**config.mk**
```make
export PLATFORM = sky130hd
export DESIGN_NAME = miner_work_scheduler_flat
export DESIGN_NICKNAME = d
export VERILOG_FILES = /design/src/rtl/miner_work_scheduler_if.sv /design/src/rtl/miner_work_scheduler.sv /design/src/flat_wrapper.sv
export SDC_FILE = /design/constraint.sdc
export NUM_CORES = 1
export LEC_CHECK = 0
export CAP_MARGIN = 30
export CORE_AREA = 2 2 355 357
export CTS_BUF_LIST = sky130_fd_sc_hd__clkbuf_8
export CTS_CLUSTER_DIAMETER = 150
export DETAILED_ROUTE_END_ITERATION = 6
export DIE_AREA = 0 0 357 359
export GPL_TIMING_DRIVEN = 0
export SKIP_CTS_REPAIR_TIMING = 1
export SLEW_MARGIN = 20
export SYNTH_ARGS = -nofsm -noshare
export SYNTH_HDL_FRONTEND = slang
export SYNTH_SLANG_ARGS = --single-unit
```
**constraint.sdc**
```tcl
create_clock -name clk_i -period 10.3 [get_ports clk_i]
set_input_delay 2.06 -clock clk_i [delete_from_list [all_inputs] [get_ports clk_i]]
set_output_delay 2.06 -clock clk_i [all_outputs]
set_load 0.05 [all_outputs]
```
**src/rtl/miner_work_scheduler_if.sv**
```systemverilog
// Purpose: bundles the work, core-control, result and status signals of miner_work_scheduler.
// Ports: slave  = scheduler view (takes work, drives the core, sources results and status).
//        master = environment view (host work source, hashing core, result consumer).
interface miner_work_scheduler_if;
  // host work offer
  logic         work_valid;
  logic         work_ready;
  logic [255:0] work_midstate;
  logic [95:0]  work_data;
  logic [31:0]  work_nonce_start;
  logic [31:0]  work_nonce_end;
  logic [7:0]   work_id;
  // hashing core control / status
  logic [255:0] core_midstate;
  logic [95:0]  core_data;
  logic         core_nonce_load;
  logic [31:0]  core_nonce_init;
  logic         core_run;
  logic [31:0]  core_nonce;
  logic         core_golden_valid;
  logic [31:0]  core_golden_nonce;
  // result queue head
  logic         res_valid;
  logic         res_ready;
  logic [31:0]  res_nonce;
  logic [7:0]   res_id;
  logic         res_done;
  // status
  logic         busy;
  logic         overflow;

  modport slave (
    input  work_valid, work_midstate, work_data, work_nonce_start, work_nonce_end, work_id,
    output work_ready,
    output core_midstate, core_data, core_nonce_load, core_nonce_init, core_run,
    input  core_nonce, core_golden_valid, core_golden_nonce,
    output res_valid, res_nonce, res_id, res_done,
    input  res_ready,
    output busy, overflow
  );

  modport master (
    output work_valid, work_midstate, work_data, work_nonce_start, work_nonce_end, work_id,
    input  work_ready,
    input  core_midstate, core_data, core_nonce_load, core_nonce_init, core_run,
    output core_nonce, core_golden_valid, core_golden_nonce,
    input  res_valid, res_nonce, res_id, res_done,
    output res_ready,
    input  busy, overflow
  );
endinterface

```
**src/rtl/miner_work_scheduler.sv**
```systemverilog
// Purpose: sequences a hashing core through work units, tags golden nonces with job IDs, queues results.
// Latency: accept -> LOAD next cycle -> RUN; done record pushed 1+PIPE_DEPTH cycles after the last nonce.
// Backpressure: work_ready low in LOAD/DRAIN; full result queue drops goldens (sticky overflow), stalls done.
// Ports: clk_i     system clock
//        reset_i   synchronous reset, active low (0 = reset)
//        bus       miner_work_scheduler_if.slave: work handshake, core control, result queue head, status
module miner_work_scheduler #(
  parameter int PIPE_DEPTH = 136,
  parameter int RES_DEPTH  = 4
) (
  input  logic                   clk_i,
  input  logic                   reset_i,
  miner_work_scheduler_if.slave  bus
);

  localparam int CW = $clog2(PIPE_DEPTH + 1);
  localparam int AW = $clog2(RES_DEPTH);
  localparam logic [CW-1:0] PIPE_CNT = CW'(PIPE_DEPTH);
  localparam logic [AW:0]   RES_FULL = (AW+1)'(RES_DEPTH);

  typedef enum logic [1:0] {S_IDLE, S_LOAD, S_RUN, S_DRAIN} state_e;

  typedef struct packed {
    logic [31:0] nonce;
    logic [7:0]  id;
    logic        done;
  } res_t;

  state_e        state_q, state_d;
  logic [255:0]  mid_q, mid_d;
  logic [95:0]   data_q, data_d;
  logic [31:0]   start_q, start_d;
  logic [31:0]   end_q, end_d;
  logic [7:0]    cur_id_q, cur_id_d;
  logic [7:0]    prev_id_q, prev_id_d;
  logic [CW-1:0] since_q, since_d;
  logic [CW-1:0] drain_q, drain_d;
  logic          ovf_q, ovf_d;

  res_t          mem_q [RES_DEPTH];
  logic [AW-1:0] wr_q, wr_d;
  logic [AW-1:0] rd_q, rd_d;
  logic [AW:0]   cnt_q, cnt_d;

  logic          work_rdy;
  logic          load;
  logic          run;
  logic          done_push;
  logic          full;
  logic          pop;
  logic          push_gold;
  logic          push;
  logic [7:0]    gold_id;
  res_t          push_rec;
  res_t          head;

  assign full = (cnt_q == RES_FULL);
  assign pop  = (cnt_q != '0) && bus.res_ready;

  // Nonces still in flight from the previous job emerge during the first PIPE_DEPTH
  // cycles after a load; in DRAIN only the current job can be in the pipe.
  assign gold_id   = ((state_q == S_DRAIN) || (since_q >= PIPE_CNT)) ? cur_id_q : prev_id_q;
  // A full queue still takes a golden when the head is leaving in the same cycle.
  assign push_gold = bus.core_golden_valid && (!full || pop);

  // FSM next state and control
  always_comb begin
    state_d   = state_q;
    mid_d     = mid_q;
    data_d    = data_q;
    start_d   = start_q;
    end_d     = end_q;
    cur_id_d  = cur_id_q;
    prev_id_d = prev_id_q;
    since_d   = since_q;
    drain_d   = drain_q;
    work_rdy  = 1'b0;
    load      = 1'b0;
    run       = 1'b0;
    done_push = 1'b0;

    case (state_q)
      S_IDLE: begin
        work_rdy = 1'b1;
        if (bus.work_valid) begin
          state_d = S_LOAD;
        end
      end
      S_LOAD: begin
        load    = 1'b1;
        since_d = '0;
        state_d = S_RUN;
      end
      S_RUN: begin
        run      = 1'b1;
        work_rdy = 1'b1;
        if (since_q != PIPE_CNT) begin
          since_d = since_q + 1'b1;
        end
        // New work preempts the running job (no done record) and wins over range end.
        if (bus.work_valid) begin
          prev_id_d = cur_id_q;
          state_d   = S_LOAD;
        end else if (bus.core_nonce == end_q) begin
          drain_d = PIPE_CNT;
          state_d = S_DRAIN;
        end
      end
      S_DRAIN: begin
        if (drain_q != '0) begin
          drain_d = drain_q - 1'b1;
        end else if (!full && !bus.core_golden_valid) begin
          // Done waits for a free slot as seen at the start of the cycle and
          // yields the write port to a same-cycle golden.
          done_push = 1'b1;
          state_d   = S_IDLE;
        end
      end
      default: state_d = S_IDLE;
    endcase

    if (work_rdy && bus.work_valid) begin
      mid_d    = bus.work_midstate;
      data_d   = bus.work_data;
      start_d  = bus.work_nonce_start;
      end_d    = bus.work_nonce_end;
      cur_id_d = bus.work_id;
      since_d  = '0;
    end
  end

  // Result queue bookkeeping
  always_comb begin
    push     = push_gold || done_push;
    push_rec = push_gold ? '{nonce: bus.core_golden_nonce, id: gold_id, done: 1'b0}
                         : '{nonce: 32'd0, id: cur_id_q, done: 1'b1};
    wr_d     = push ? wr_q + 1'b1 : wr_q;
    rd_d     = pop  ? rd_q + 1'b1 : rd_q;
    cnt_d    = cnt_q;
    if (push && !pop) begin
      cnt_d = cnt_q + 1'b1;
    end else if (pop && !push) begin
      cnt_d = cnt_q - 1'b1;
    end
    ovf_d = ovf_q | (bus.core_golden_valid && full && !pop);
  end

  always_ff @(posedge clk_i) begin
    if (!reset_i) begin
      state_q   <= S_IDLE;
      mid_q     <= '0;
      data_q    <= '0;
      start_q   <= '0;
      end_q     <= '0;
      cur_id_q  <= '0;
      prev_id_q <= '0;
      since_q   <= '0;
      drain_q   <= '0;
      ovf_q     <= 1'b0;
      wr_q      <= '0;
      rd_q      <= '0;
      cnt_q     <= '0;
    end else begin
      state_q   <= state_d;
      mid_q     <= mid_d;
      data_q    <= data_d;
      start_q   <= start_d;
      end_q     <= end_d;
      cur_id_q  <= cur_id_d;
      prev_id_q <= prev_id_d;
      since_q   <= since_d;
      drain_q   <= drain_d;
      ovf_q     <= ovf_d;
      wr_q      <= wr_d;
      rd_q      <= rd_d;
      cnt_q     <= cnt_d;
    end
  end

  // Storage needs no reset: the head is only exposed while the count is non-zero.
  always_ff @(posedge clk_i) begin
    if (push) begin
      mem_q[wr_q] <= push_rec;
    end
  end

  assign head = (cnt_q != '0) ? mem_q[rd_q] : '0;

  assign bus.work_ready      = work_rdy;
  assign bus.core_midstate   = mid_q;
  assign bus.core_data       = data_q;
  assign bus.core_nonce_load = load;
  assign bus.core_nonce_init = start_q;
  assign bus.core_run        = run;
  assign bus.res_valid       = (cnt_q != '0);
  assign bus.res_nonce       = head.nonce;
  assign bus.res_id          = head.id;
  assign bus.res_done        = head.done;
  assign bus.busy            = (state_q != S_IDLE);
  assign bus.overflow        = ovf_q;

endmodule

```
**src/flat_wrapper.sv**
```systemverilog
// flat-port wrapper written by rule: the top's interface ports become plain ports
module miner_work_scheduler_flat 
#(
  parameter int PIPE_DEPTH = 136,
  parameter int RES_DEPTH  = 4
)
  (clk_i, reset_i, bus_work_valid, bus_work_midstate, bus_work_data, bus_work_nonce_start, bus_work_nonce_end, bus_work_id, bus_work_ready, bus_core_midstate, bus_core_data, bus_core_nonce_load, bus_core_nonce_init, bus_core_run, bus_core_nonce, bus_core_golden_valid, bus_core_golden_nonce, bus_res_valid, bus_res_nonce, bus_res_id, bus_res_done, bus_res_ready, bus_busy, bus_overflow);
  miner_work_scheduler_if bus_i ();
  input  logic clk_i;
  input  logic reset_i;
  input wire logic [$bits(bus_i.work_valid)-1:0] bus_work_valid;
  input wire logic [$bits(bus_i.work_midstate)-1:0] bus_work_midstate;
  input wire logic [$bits(bus_i.work_data)-1:0] bus_work_data;
  input wire logic [$bits(bus_i.work_nonce_start)-1:0] bus_work_nonce_start;
  input wire logic [$bits(bus_i.work_nonce_end)-1:0] bus_work_nonce_end;
  input wire logic [$bits(bus_i.work_id)-1:0] bus_work_id;
  output wire logic [$bits(bus_i.work_ready)-1:0] bus_work_ready;
  output wire logic [$bits(bus_i.core_midstate)-1:0] bus_core_midstate;
  output wire logic [$bits(bus_i.core_data)-1:0] bus_core_data;
  output wire logic [$bits(bus_i.core_nonce_load)-1:0] bus_core_nonce_load;
  output wire logic [$bits(bus_i.core_nonce_init)-1:0] bus_core_nonce_init;
  output wire logic [$bits(bus_i.core_run)-1:0] bus_core_run;
  input wire logic [$bits(bus_i.core_nonce)-1:0] bus_core_nonce;
  input wire logic [$bits(bus_i.core_golden_valid)-1:0] bus_core_golden_valid;
  input wire logic [$bits(bus_i.core_golden_nonce)-1:0] bus_core_golden_nonce;
  output wire logic [$bits(bus_i.res_valid)-1:0] bus_res_valid;
  output wire logic [$bits(bus_i.res_nonce)-1:0] bus_res_nonce;
  output wire logic [$bits(bus_i.res_id)-1:0] bus_res_id;
  output wire logic [$bits(bus_i.res_done)-1:0] bus_res_done;
  input wire logic [$bits(bus_i.res_ready)-1:0] bus_res_ready;
  output wire logic [$bits(bus_i.busy)-1:0] bus_busy;
  output wire logic [$bits(bus_i.overflow)-1:0] bus_overflow;
  assign bus_i.work_valid = bus_work_valid;
  assign bus_i.work_midstate = bus_work_midstate;
  assign bus_i.work_data = bus_work_data;
  assign bus_i.work_nonce_start = bus_work_nonce_start;
  assign bus_i.work_nonce_end = bus_work_nonce_end;
  assign bus_i.work_id = bus_work_id;
  assign bus_work_ready = bus_i.work_ready;
  assign bus_core_midstate = bus_i.core_midstate;
  assign bus_core_data = bus_i.core_data;
  assign bus_core_nonce_load = bus_i.core_nonce_load;
  assign bus_core_nonce_init = bus_i.core_nonce_init;
  assign bus_core_run = bus_i.core_run;
  assign bus_i.core_nonce = bus_core_nonce;
  assign bus_i.core_golden_valid = bus_core_golden_valid;
  assign bus_i.core_golden_nonce = bus_core_golden_nonce;
  assign bus_res_valid = bus_i.res_valid;
  assign bus_res_nonce = bus_i.res_nonce;
  assign bus_res_id = bus_i.res_id;
  assign bus_res_done = bus_i.res_done;
  assign bus_i.res_ready = bus_res_ready;
  assign bus_busy = bus_i.busy;
  assign bus_overflow = bus_i.overflow;
  miner_work_scheduler #(.PIPE_DEPTH(PIPE_DEPTH), .RES_DEPTH(RES_DEPTH)) u_core (.clk_i(clk_i), .reset_i(reset_i), .bus(bus_i));
endmodule
```
==> results of run 1 <==
==> per-stage QoR <==
stage / setup slack, ns / cell area [um^2] / cells / power [mW] / util [%]
finish: 4.95 / 36900 / 5220 / 7.22 / 29.7
global route: 4.74 / 36900 / 5205 / 7.52 / 29.6
CTS: 4.79 / 36800 / 5182 / 7.31 / 29.5
detailed placement: 5.06 / 34600 / 4984 / 4.96 / 27.8
global placement: 2.96 / 34400 / 4973 / 4.94 / 27.6
floorplan: 5.45 / 23100 / 2400 / 4.05 / -
==> critical path, cell delays in order (launching register included) <==
cell             delay (ns)
dfxtp_1                0.45
or3_1                  0.15
clkbuf_1               0.35
clkbuf_1               0.46
and2_1                 0.20
clkdlybuf4s50_1        0.88
==> area by class of cell <==
class                      count  area (um^2)  area share, %
timing repair buffer         936         9510           25.7
tap                         1650         2060           5.59
antenna                       36         90.1          0.244
buffer                       164          679           1.84
multi-input combinational   1596         8210           22.2
clock inverter                66          377           1.02
inverter                      16         61.3          0.166
clock buffer                 132         1820           4.92
sequential                   624        14100           38.3
==> metal layers <==
metal	GRT usage [%]	part of all wire, %	vias to the layer above
met5	0	0.12	-
met4	5.78	2.4	20
met3	7.17	11	164
met2	26.7	45	878
met1	21.5	41	10221
li1	-	-	10181
==> power by group <==
| group | internal [mW] | switching (mW) |
|---|---|---|
| registers | 2.70 | 0.0923 |
| logic | 0.777 | 1.33 |
| clock network | 1.21 | 1.10 |
| total | 4.69 | 2.52 |
==> path summary, 6_finish.rpt <==
| kind | slack, ns | startpoint | depth (start not counted) | end |
|---|---|---|---|---|
| max | 4.95 | u_core.cnt_q[0] | 5 | bus_res_nonce[7] |
| max reg2reg | 7.28 | u_core.drain_q[0] | 12 | u_core.cnt_q[2] |
| min | 0.45 | u_core.bus.core_midstate[19] | 2 | u_core.bus.core_midstate[19] |
| min reg2reg | 0.45 | u_core.bus.core_midstate[19] | 2 | u_core.bus.core_midstate[19] |
==> cell usage in the layout (no fill, tap or decap), drive strengths merged, types with 41 or more instances in the layout <==
| cell type | count |
|---|---|
| a21oi | 445 |
| and2 | 75 |
| buf | 71 |
| clkbuf | 238 |
| clkdlybuf4s50 | 923 |
| dfxtp | 460 |
| edfxtp | 164 |
| inv | 58 |
| mux4 | 41 |
| nand2 | 868 |
==> flip-flops by register name (all words and copies together) (netlist names), named ones only <==
register / cells
u_core.bus.core_midstate: 256
u_core.mem_q: 164
u_core.bus.core_data: 96
u_core.bus.core_nonce_init: 32
u_core.end_q: 32
u_core.cur_id_q: 8
u_core.drain_q: 8
u_core.prev_id_q: 8
u_core.since_q: 8
u_core.cnt_q: 3
u_core.rd_q: 2
u_core.state_q: 2
u_core.wr_q: 2
u_core.bus.overflow: 1
==> cell families (layout without fill, tap and decap cells) <==
group | Yosys count | count (layout)
simple gates | 1020 | 1020
buf+inv | 180 | 1314
mux | 51 | 51
fa+ha+maj | 10 | 10
other cells | 0 | 36
xor+xnor | 40 | 40
compound gates | 475 | 475
flops | 624 | 624
==> metrics, run 1 <==
Synth cell types=56; layout cell share with drive strength beyond 1=8.09%; top cell type's share of synthesized area=39.9%; hold_ws=0.452 ns; CTS root buf=clkbuf_8; cts bufs inserted=110; Final Hold Vio Count=0; multiplexer area fraction after synthesis=4.48%; clock latency on the worst-skew pair=0.80 ns; WP data required=8.24 ns; DIE WIDTH=357 um; syn nets=2903; leakage=13.4 nW; Nets=3951; clock sinks=624; Post-Syn Area per Cell=9.61 um^2; run status=complete, no violations; dominant cell by count in the synthesized netlist=nand2_1; DR vias/cell=4.11; leading area contributor after synthesis=dfxtp_1; Startpoint Class=flip-flop; Critical Path End Type=primary output; Yosys reg bits=624; gpl congestion=0.961; Synth area leaders=dfxtp_1, edfxtp_1, nand2_1; drt first pass iters=7; Compound-Gate Fraction of Synth Area=10.7%; Synth top cells by count=nand2_1, dfxtp_1, a21oi_1; Hold Crit Class=reg2reg; setup TNS=0 ns; worst rel slew slack=34.8%; total grt overflow=0; Synth Flop Type=dfxtp_1; DR iter-0 viols=1488; area of the die=128000 um^2; CP Class=reg2out; Max Clk Rate=187 MHz; period utilization=52.0%; mapped cell area=23100 um^2; register area share after synthesis=61.3%; total vias in the final route=21464; Remaining DRCs=0; Slew Limit Fails=0; Routed wire per std cell=22.0 um; Synth Area in XOR/XNOR=1.52%; vias in the first global route=20977; asr flop ratio synth=0%; depth of the CTS H-tree=3; fill count=13240; largest net degree at the start of global routing=30; Max VDD drop=0.000203 V; number of max-cap violations=0; core area=125000 um^2; CTS Buffer Depth=3; HPWL after DPL=92.0 mm; crit path max fanout=10; I/O Pins=924; YS warnings=0; adder and majority cell fraction of the synthesized area=0.575%; CTS tree=built; Tmin final=5.35 ns; Mapped Cells=2400; Worst Tran Pin Value=0.976 ns; Post-synth EDFFs=164; initial antenna violation count=52; pwr dens=195 nW/um^2; Synth Area in Simple Gates=18.2%; Rows=130; first-pass GRT wire length=157 mm; unrepaired setup endpoints after global routing=no; Clk pin slew, worst setup/hold paths=0.06 ns; all-layer global routing usage=17.2%; largest family of logic cells by synthesized area=simple AND/OR/NAND/NOR gates; setup violators final=0; Layout area overhead=60.2%; Die H=359 um; Worst Skew=0.0545 ns; initial core utilization=18.5%; port bufs=923; CP arrival=3.29 ns; WL final=115 mm; Detail Route Antenna Nets=0
No activity file was read; power rests on OpenSTA's default activity.
==> run 2, diff against run 1 <==
--- a/config.mk
+++ b/config.mk
@@ -6,11 +6,11 @@
 export NUM_CORES = 1
 export LEC_CHECK = 0
 export CAP_MARGIN = 30
-export CORE_AREA = 2 2 355 357
+export CORE_AREA = 2 2 356 358
 export CTS_BUF_LIST = sky130_fd_sc_hd__clkbuf_8
 export CTS_CLUSTER_DIAMETER = 150
 export DETAILED_ROUTE_END_ITERATION = 6
-export DIE_AREA = 0 0 357 359
+export DIE_AREA = 0 0 358 360
 export GPL_TIMING_DRIVEN = 0
 export SKIP_CTS_REPAIR_TIMING = 1
 export SLEW_MARGIN = 20
==> constraint.sdc (replaced) <==
create_clock -name clk_i -period 4.91 [get_ports clk_i]
set_input_delay 0.982 -clock clk_i [delete_from_list [all_inputs] [get_ports clk_i]]
set_output_delay 0.982 -clock clk_i [all_outputs]
set_load 0.05 [all_outputs]
==> metrics, run 2 (synthesis results as in run 1) <==
Critical Path End Type=primary output; worst path cell trace=or3_1, clkbuf_1, clkbuf_1, and2_1, clkdlybuf4s50_1; CP Class=reg2out; port bufs=923 (unchanged); Layout area overhead=60.4%; CP arrival=3.33 ns (+0.04 ns); I/O Pins=924 (unchanged); unrepaired setup endpoints after global routing=no; Nets=3948 (-0.076%); setup violators final=0 (unchanged); DIE WIDTH=358 um (+0.28%); drt first pass iters=6 (-1); first-pass GRT wire length=158 mm (+0.56%); initial antenna violation count=38 (-27%); Detail Route Antenna Nets=0 (unchanged); Hold Crit Class=reg2reg; Crit path buffers/inverters=3 (unchanged); depth of the CTS H-tree=3 (unchanged); DR iter-0 viols=1504 (+1.1%); Remaining DRCs=0 (unchanged); CTS root buf=clkbuf_8; gpl congestion=0.942 (-2.0%); clock latency on the worst-skew pair=0.80 ns (about the same); Routed wire per std cell=22.3 um (+1.3%); worst rel slew slack=26.8% (-7.9 points); area of the die=129000 um^2 (+0.56%); setup ws final=0.599 ns (-4.35 ns); Rows=130 (unchanged); Die H=360 um (+0.28%); post-placement cell count=4981 (-0.060%); layout cell share with drive strength beyond 1=8.37% (+0.27 points); period utilization=87.8%; leakage=13.4 nW (+0.33%); pwr dens=417 nW/um^2 (+110%); CTS tree=built; CP dominant cell by count=clkbuf_1; Slowest Stage Delay on Critical Path=0.82 ns (-0.06 ns); WL final=116 mm (+1.1%); Final Hold Vio Count=0 (unchanged); Clk pin slew, worst setup/hold paths=0.06 ns (about the same); Tmin final=4.31 ns; largest net degree at the start of global routing=28 (-6.7%); crit path max fanout=10 (unchanged); pre-CTS setup slack=0.712 ns (-4.35 ns); number of max-cap violations=0 (unchanged); most common cell after layout, fill and taps aside=clkdlybuf4s50_1; cts bufs inserted=112 (+1.8%); Worst Skew=0.0370 ns (-0.0175 ns); core area=125000 um^2 (+0.26%); initial core utilization=18.5% (-0.048 points); most frequent cells in the layout=clkdlybuf4s50_1, nand2_1, dfxtp_1, a21oi_1, edfxtp_1; cell family with most CP delay=buffers and inverters; max reg flops=256 (unchanged); Max Clk Rate=232 MHz; total grt overflow=0 (unchanged); HPWL after DPL=92.9 mm (+0.97%); clock sinks=624 (unchanged); Slew Limit Fails=0 (unchanged); vias in the first global route=21100 (+0.59%); run status=complete, no violations; total vias in the final route=21666 (+0.94%); non-filler cells in the finished layout=5207 (-0.25%); CTS Buffer Depth=3 (unchanged); hold_ws=0.452 ns (-0.000722 ns); all-layer global routing usage=17.3% (+0.057 points); Startpoint Class=flip-flop; WP data required=3.93 ns (-4.31 ns); slowest CP cell=clkdlybuf4s50_1; Max VDD drop=0.000264 V (+30%); Worst Tran Pin Value=1.10 ns (+0.122 ns); DR vias/cell=4.16 (+1.2%)
==> run 2: cell type report <==
cell class | instances | area [um^2]
buffer | 164 | 681
sequential | 624 | 14100
clock buffer | 139 | 1910
inverter | 16 | 61.3
timing repair buffer | 931 | 9440
multi-input combinational | 1596 | 8210
clock inverter | 68 | 437
fill | 13185 | 87900
antenna | 19 | 47.5
tap | 1650 | 2060
==> run 2: where the power goes <==
part,total [mW],switching [mW],internal (mW)
clock network,5.13,2.35,2.77
registers,5.85,0.184,5.67
logic,4.43,2.81,1.62
==> run 2: worst reg2reg max path, cell delays in order, from the launching register on <==
cell	delay, ns
dfxtp_1	0.38
nor2b_2	0.20
buf_2	0.49
buf_2	0.45
clkbuf_1	0.71
nand2_1	0.44
a21oi_1	0.22
==> run 2: per-stage QoR <==
step / power [mW] / cell area [um^2] / TNS, ns / util [%]
final: 15.4 / 37000 / 0 / 29.6
after detailed placement: 10.4 / 34600 / 0 / 27.7
after global placement: 10.4 / 34400 / -99.55 / 27.5
after CTS: 15.6 / 36900 / 0 / 29.6
after floorplan: 8.50 / 23100 / 0 / -
after global routing: 16.1 / 37000 / 0 / 29.6
==> run 2: routing by layer <==
metal	part of all wire [%]	vias up	track usage, %
li1	-	10160	-
met1	40	10417	20.7
met2	47	921	28.2
met3	12	158	7.79
met4	1.8	10	3.64
met5	0.049	-	0
==> run 2: worst paths after layout <==
check / start / to / slack (ns) / cells after the start
worst max register to register: u_core.state_q[0] / u_core.bus.core_data[12] / 1.95 / 6
worst max-delay path: u_core.cnt_q[0] / bus_res_nonce[10] / 0.60 / 5
worst min register to register: u_core.bus.core_midstate[6] / u_core.bus.core_midstate[6] / 0.45 / 2
worst min-delay path: u_core.bus.core_midstate[6] / u_core.bus.core_midstate[6] / 0.45 / 2
